## src/rtl/idu_issue_ctrl.sv

```systemverilog
// Decode-stage issue controller: scoreboards long-latency results, drains
// outstanding ops before CSR access and inserts bubbles after a redirect.
module idu_issue_ctrl #(
   parameter int MAX_OUTSTANDING = 4,
   parameter int FLUSH_CYCLES    = 1
) (
   input  logic        clk,
   input  logic        rst,
   input  logic        issue_valid_i,
   input  logic [4:0]  issue_rs1_i,
   input  logic        issue_rs1_used_i,
   input  logic [4:0]  issue_rs2_i,
   input  logic        issue_rs2_used_i,
   input  logic [4:0]  issue_rd_i,
   input  logic        issue_rd_we_i,
   input  logic        issue_long_i,
   input  logic        issue_csr_i,
   input  logic        ex_busy_i,
   input  logic        wb_valid_i,
   input  logic [4:0]  wb_rd_i,
   input  logic        jump_flush_i,
   output logic        issue_ready_o,
   output logic [2:0]  hold_flag_o,
   output logic [31:0] sb_pending_o,
   output logic [3:0]  outstanding_o,
   output logic        err_o
);

   typedef enum logic [1:0] {RUN, DRAIN, FLUSH} state_t;

   state_t      state_reg;
   logic [31:0] pending_reg;
   logic [31:0] pending_next;
   logic [3:0]  count_reg;
   logic [3:0]  count_next;
   logic [2:0]  flush_cnt_reg;
   logic        err_reg;

   logic raw;
   logic waw;
   logic full;
   logic csr_block;
   logic fire;
   logic inc;
   logic dec;

   // Hazards look only at registered pending bits; a same-cycle writeback
   // does not unblock the consumer.
   assign raw       = (issue_rs1_used_i & pending_reg[issue_rs1_i]) |
                      (issue_rs2_used_i & pending_reg[issue_rs2_i]);
   assign waw       = issue_rd_we_i & pending_reg[issue_rd_i];
   assign full      = issue_long_i & (count_reg == 4'(MAX_OUTSTANDING));
   assign csr_block = issue_csr_i & (count_reg != 4'd0);

   assign issue_ready_o = !rst && (state_reg == RUN) && !raw && !waw && !full &&
                          !ex_busy_i && !jump_flush_i && !csr_block;
   assign fire          = issue_valid_i & issue_ready_o;

   // Flush bubbles are not holds: the front end is being redirected anyway.
   assign hold_flag_o = (!rst && issue_valid_i && !issue_ready_o &&
                         (state_reg != FLUSH) && !jump_flush_i) ? 3'd3 : 3'd0;

   assign inc = fire & issue_long_i;
   assign dec = wb_valid_i;

   assign pending_next[0] = 1'b0;
   generate
      for (genvar gi = 1; gi < 32; gi++) begin : g_sb
         logic set_bit;
         logic clr_bit;
         assign set_bit = fire & issue_rd_we_i & issue_long_i & (issue_rd_i == 5'(gi));
         assign clr_bit = wb_valid_i & (wb_rd_i == 5'(gi));
         assign pending_next[gi] = set_bit | (pending_reg[gi] & !clr_bit);
      end
   endgenerate

   always_comb begin
      count_next = count_reg;
      if (inc && !dec)
         count_next = count_reg + 4'd1;
      else if (!inc && dec && (count_reg != 4'd0))
         count_next = count_reg - 4'd1;
   end

   always_ff @(posedge clk or posedge rst) begin
      if (rst) begin
         state_reg     <= RUN;
         pending_reg   <= '0;
         count_reg     <= '0;
         flush_cnt_reg <= '0;
         err_reg       <= 1'b0;
      end else begin
         pending_reg <= pending_next;
         count_reg   <= count_next;
         if (wb_valid_i && (count_reg == 4'd0))
            err_reg <= 1'b1;

         if (jump_flush_i) begin
            state_reg     <= FLUSH;
            flush_cnt_reg <= 3'(FLUSH_CYCLES);
         end else begin
            case (state_reg)
               RUN: begin
                  if (issue_valid_i && csr_block)
                     state_reg <= DRAIN;
               end
               DRAIN: begin
                  if (count_reg == 4'd0)
                     state_reg <= RUN;
               end
               FLUSH: begin
                  if (flush_cnt_reg <= 3'd1) begin
                     flush_cnt_reg <= 3'd0;
                     state_reg     <= RUN;
                  end else begin
                     flush_cnt_reg <= flush_cnt_reg - 3'd1;
                  end
               end
               default: state_reg <= RUN;
            endcase
         end
      end
   end

   assign sb_pending_o  = pending_reg;
   assign outstanding_o = count_reg;
   assign err_o         = err_reg;

endmodule

```

## config.mk

```make
export PLATFORM = sky130hd
export DESIGN_NAME = idu_issue_ctrl
export DESIGN_NICKNAME = d
export VERILOG_FILES = /design/src/rtl/idu_issue_ctrl.sv
export SDC_FILE = /design/constraint.sdc
export NUM_CORES = 1
export LEC_CHECK = 0
export BUFFER_PORTS_ARGS = -buffer_cell sky130_fd_sc_hd__clkbuf_2
export CAP_MARGIN = 20
export CORE_ASPECT_RATIO = 1.2
export CORE_MARGIN = 8
export CORE_UTILIZATION = 35
export DETAILED_ROUTE_END_ITERATION = 12
export PLACE_DENSITY_LB_ADDON = 0.25
export SETUP_SLACK_MARGIN = 0.3
export SYNTH_ARGS = -nofsm -noshare
export SYNTH_HDL_FRONTEND = slang
export SYNTH_SLANG_ARGS = --single-unit
```

## constraint.sdc

```tcl
create_clock -name clk -period 3.7 [get_ports clk]
set_input_delay 0.185 -clock clk [delete_from_list [all_inputs] [get_ports clk]]
set_output_delay 0.185 -clock clk [all_outputs]
set_load 0.03 [all_outputs]
```

-- After elaboration in Yosys (flattened, before gate mapping)
Cells that the tools add are included.
- mux-type cells: 17
- add/sub/neg operators: 3
- $lt $le $gt $ge: 4
- reductions and logical operators: 63
- bitwise logic cells: 134
- equality and inequality tests: 69
- operators with widths (operator ; number):
    == test 5 bit, second input constant ; 32
    bitwise AND 1 bit ; 102
    == test 5 x 4 -> 1 bit, second input constant ; 16
    logical NOT 1 bit ; 41
    == test 5 x 3 -> 1 bit, second input constant ; 8
    OR 1 bit ; 32
    == test 5 x 2 -> 1 bit, second input constant ; 4
    less-than comparator 5 x 6 -> 1 bit, second input constant ; 3
    logical AND 1 bit ; 16
    binary-select mux 1 bit (select 5 bit) ; 3
    == test 5 x 1 -> 1 bit, second input constant ; 2
    2-to-1 mux 2 bit ; 5
    2-to-1 mux 3 bit ; 3
    2-to-1 mux 4 bit ; 2
    inequality test 3 bit, second input constant ; 2
    one-hot mux 2 bit (3 select lines) ; 1
    adder 4 x 1 -> 4 bit, second input constant ; 1
    == test 4 x 3 -> 1 bit, second input constant ; 1
    logical NOT 4 bit ; 1
    nonzero test 2 bit ; 2
    nonzero test 4 bit ; 1
    subtractor 4 x 1 -> 4 bit, second input constant ; 1
    <= comparator 3 x 1 -> 1 bit, second input constant ; 1
    2-to-1 mux 1 bit ; 3
    7 further kinds ; 7
- register bits after elaboration: 41
- output and inout bits: 41
- bits of input ports: 31

-- Logic depth before layout (Yosys ltp)
- depth in word-level cells: 18
- mapped depth: 16

-- Least setup slack after synthesis
Ideal clock, no wire load.
- kind: register to register
- from: register pending_reg[23] (netlist: sb_pending_o[23])
- to: register count_reg[2] (netlist: outstanding_o[2])
- library setup time: 0.129 ns
- path buffers: 1
- arrival: 3.239 ns
- stages on the path, launching flop included: 14
- slack: 0.332 ns
- clock period less this slack: 3.368 ns
- path through: dfrtp_1 mux4_2 a22oi_2 o31ai_1 a2111oi_4 and4b_1 buf_6 nand2_1 fa_1 xnor2_1 nor3_1 and4_1 a211oi_1 o21ai_1
- cells in the longest elaborated chain, start to end: 17
- elaborated cells between the ends (all ways): 26
- those cells by class: mux (7); bitwise (6); reduce/logical (13)
- ends and longest elaborated chain (element ; RTL line ; source):
    start, declared ; 32 ; logic [31:0] pending_reg;
    start signal, assigned ; 93 ; pending_reg <= pending_next;
    binary-select mux 1 bit (select 5 bit) (on tied branches) ; 49, 50 ;
    2-to-1 mux 1 bit (on tied branches) ; 49, 50 ;
    bitwise AND 1 bit (on tied branches) ; 49, 50 ;
    OR 1 bit ; 49 ; assign raw = (issue_rs1_used_i & pending_reg[issue_rs1_i]) |
    logical NOT 1 bit ; 55 ; assign issue_ready_o = !rst && (state_reg == RUN) && !raw && !waw && !full &&
    logical AND 1 bit ; 55 ;
    logical AND 1 bit * (3 in a row) ; 55 ;
    logical AND 1 bit * (2 in a row) ; 56 ; !ex_busy_i && !jump_flush_i && !csr_block;
    bitwise AND 1 bit * ; 57 ; assign fire = issue_valid_i & issue_ready_o;
    bitwise AND 1 bit * ; 63 ; assign inc = fire & issue_long_i;
    logical NOT 1 bit ; 81 ; else if (!inc && dec && (count_reg != 4'd0))
    logical AND 1 bit (2 in a row) ; 81 ;
    nonzero test 2 bit (no source line) ; - ;
    end signal, assigned ; 94 ; count_reg <= count_next;
    end, declared ; 34 ; logic [3:0] count_reg;
Mark *: on every way between the ends. The rest lies on a longest branch, timed or not. The select of a mux whose other input is x is not followed.
A chain may end at the register's enable or synchronous reset.

-- Worst setup path after layout
- from: register pending_reg[17] (netlist: sb_pending_o[17])
- to: register count_reg[2] (netlist: outstanding_o[2])
Same word-level chain as after synthesis.

==> flow_summary.json <==
{
  "stdcell_area_sq_um": 3410,
  "wl_per_cell_um": 20.3,
  "crit_arrival_ns": 3.35,
  "cts_root_buffer": "clkbuf_8",
  "p_leak_nw": 1.50,
  "grt_pass1_vias": 2692,
  "crit_family": "compound AO/OA/AOI/OAI gates",
  "ys_ff_latch": 41,
  "cts_tree": "built",
  "synthTopCellsByArea": "dfrtp_1, mux4_2, o21ai_0, mux2i_1, o21ai_1",
  "yosys.area.top_type": "dfrtp_1",
  "drt_pass1_iterations": 5,
  "rsz0062_at_grt": "no",
  "placed_area_sq_um": 3280,
  "finalCritPeriodShare_pct": 85.7,
  "multi_input_comb_area_sq_um": 1750,
  "tightest_slew_ns": 0.623,
  "pwr-share-comb_pct": 30.2,
  "die_w_um": 99.0,
  "status": "finished clean",
  "fill_cells": 783,
  "regToRegSetupSlack_ns": 0.53,
  "pin_count": 72,
  "register_area_sq_um": 1030,
  "largest_register_ffs": 31,
  "nNetsFinal": 391,
  "clock_sinks": 41,
  "port_buffers": 69,
  "crit_end": "outstanding_o[2]",
  "ant_nets": 0,
  "r2r-start": "sb_pending_o[17]",
  "setup_viol": 0,
  "clk_pin_slew_ns": 0.08,
  "routed_wl_um": 9150,
  "synth.cell_area_sq_um": 2900,
  "reg2reg_depth": 12,
  "worstSetupPathType": "reg2reg",
  "cap_violations": 0,
  "powerDensity_nw_per_um2": 339,
  "crit_start": "sb_pending_o[17]",
  "worstPathRequired_ns": 3.88,
  "drive_gt1_share_pct": 31.7,
  "r2r-end": "outstanding_o[2]",
  "fin_crit_ns": 3.17,
  "critPathMaxFanout": 5,
  "dp_hpwl_um": 7150,
  "yosys.cell_count.top_type": "o21ai_0",
  "crit_path_top_delay_cell": "mux4_2",
  "antenna_found_initial": 0,
  "grt_max_degree": 27,
  "ys_async_sr_fraction_pct": 100,
  "ir_drop_v": 0.000308,
  "hp-class": "in2reg",
  "synth_seq_area_share_pct": 35.4,
  "cts_max_level": 2,
  "setup_tns_ns": 0,
  "ys_types": 51,
  "die_h_um": 116,
  "timing.final.max_slew_violations": 0,
  "initial_utilization_pct": 35.9,
  "ys_top_cells_by_count": "o21ai_0, dfrtp_1, mux4_2, o21ai_1",
  "final_core_util_pct": 42.2,
  "design.core.area_sq_um": 8060,
  "fmax_ghz": 0.315,
  "clockPowerShare_pct": 24.9,
  "skew_ns": 0.00880,
  "synth_top_cell_area_share_pct": 35.4,
  "crit_path_start_kind": "flip-flop",
  "cts_buffers": 5,
  "sequentialPowerShare_pct": 44.9,
  "syn_inst": 289,
  "num_antenna_cells": 0,
  "cpPeakStageDelay_ns": 0.48,
  "viasPerCell": 5.82,
  "hold_viol": 0,
  "cts_buffer_depth": 2,
  "grt_pass1_wl_um": 14600,
  "crit_buf_inv": 0,
  "grt_remaining_overflow": 0,
  "p_int_mw": 0.747,
  "syn_to_final_growth_pct": 17.6,
  "remaining_drc_errors": 0,
  "grt.total_usage_pct": 16.4,
  "synth-main-ff-cell": "dfrtp_1",
  "cp.depth": 12,
  "clock_latency_ns": 0.30,
  "syn_area_per_cell_sq_um": 10.0,
  "slew_headroom_pct": 58.4,
  "cp-end-kind": "flip-flop",
  "yosys_warnings": 0,
  "dieArea_sq_um": 11500,
  "drtIter0Drc": 166,
  "switching_share_pct": 35.3,
  "rows": 36,
  "synth_edf_count": 0,
  "switching_power_mw": 0.407,
  "gp_congestion": 0.841,
  "num_vias": 2624,
  "path_cells": "mux4_2 -> a22oi_2 -> o31ai_1 -> a2111oi_4 -> and4b_1 -> nand2_1 -> fa_2 -> xnor2_2 -> nor3_1 -> and4_1 -> a211oi_2 -> o21ai_1"
}
[power by group through the flow]
stage / clock (mW) / combinational (mW) / sequential (mW)
global route: 0.312 / 0.381 / 0.526
finish: 0.288 / 0.349 / 0.518
global placement: 0 / 0.326 / 0.526
detailed placement: 0 / 0.330 / 0.527
CTS: 0.298 / 0.332 / 0.518
floorplan: 0 / 0.193 / 0.567
[logic make-up after synthesis]
logic type,synth area share (%)
muxes,21.2
buffers and inverters,5.06
DFF,35.4
AOI/OAI and AO/OA,18.8
xor gates and xnor gates,0.908
other,0.130
and+or+nand+nor,16.1
adders and majority gates,2.42
[metrics by stage]
| step | std cells | hold WS (ns) | setup WS (ns) | total power [mW] |
|---|---|---|---|---|
| 3_5_place_dp | 441 | 0.298 | 0.247 | 0.856 |
| 4_1_cts | 450 | 0.126 | 0.352 | 1.15 |
| 3_3_place_gp | 441 | 0.282 | 0.338 | 0.852 |
| 5_1_grt | 451 | 0.139 | 0.351 | 1.22 |
| 6_report | 451 | 0.135 | 0.530 | 1.15 |
| 2_1_floorplan | 290 | 0.251 | 0.332 | 0.760 |
[layout make-up]
class,instances,area share [%]
inverter,10,1.10
timing repair buffer,75,11.5
sequential,41,30.1
clock buffer,6,2.13
clock inverter,2,0.294
tap,95,3.49
multi-input combinational,222,51.3
[placed cells by master, fill, tap and decap left out, types with 2 or more instances in the layout]
master / synthesis / layout
a221oi_1: 2 / 2
inv_1: 10 / 10
nand4b_1: 3 / 3
xnor2_1: 3 / 2
o21ai_1: 18 / 18
clkinv_2: 0 / 2
o22ai_1: 3 / 3
nand2_2: 2 / 2
mux2_2: 3 / 3
mux2i_1: 16 / 16
conb_1: 1 / 2
mux4_2: 18 / 18
nor2_1: 16 / 16
nand4_1: 2 / 2
nor3_1: 5 / 5
nor2b_1: 12 / 12
buf_4: 5 / 5
nand3b_1: 3 / 3
a21o_1: 2 / 2
clkbuf_8: 0 / 5
dfrtp_1: 41 / 41
nand3_1: 9 / 9
a21oi_1: 7 / 7
nor4_1: 3 / 3
o21ai_0: 49 / 49
ha_1: 4 / 4
nand2_1: 11 / 11
clkbuf_2: 0 / 69
nand2b_1: 7 / 7
[how the worst min path moves through the flow]
stage	cells past startpoint	slack, ns	to	startpoint
global route	2	0.14	state_reg[0]	jump_flush_i
floorplan	1	0.25	flush_cnt_reg[1]	jump_flush_i
global placement	2	0.28	err_o	rst
detailed placement	2	0.30	err_o	rst
finish	2	0.13	flush_cnt_reg[2]	jump_flush_i
CTS	2	0.13	flush_cnt_reg[1]	jump_flush_i
[layer usage]
layer,vias to the layer above,routed length (um),global-route usage (%)
met5,-,0,0
met4,0,206,6.36
met3,14,818,5.11
met2,121,4470,27.5
met1,1274,3660,19.2
li1,1215,-,-
[what timing repair did]
| item | CTS | global route |
|---|---|---|
| endpoints found under the hold margin | 15 | 0 |
| hold buffers | 1 | 0 |
| setup endpoints to repair | 0 | 1 |
| setup buffers | 0 | 1 |
| resized for setup | 0 | 4 |
Note: power is estimated with default switching activity, not from simulation.
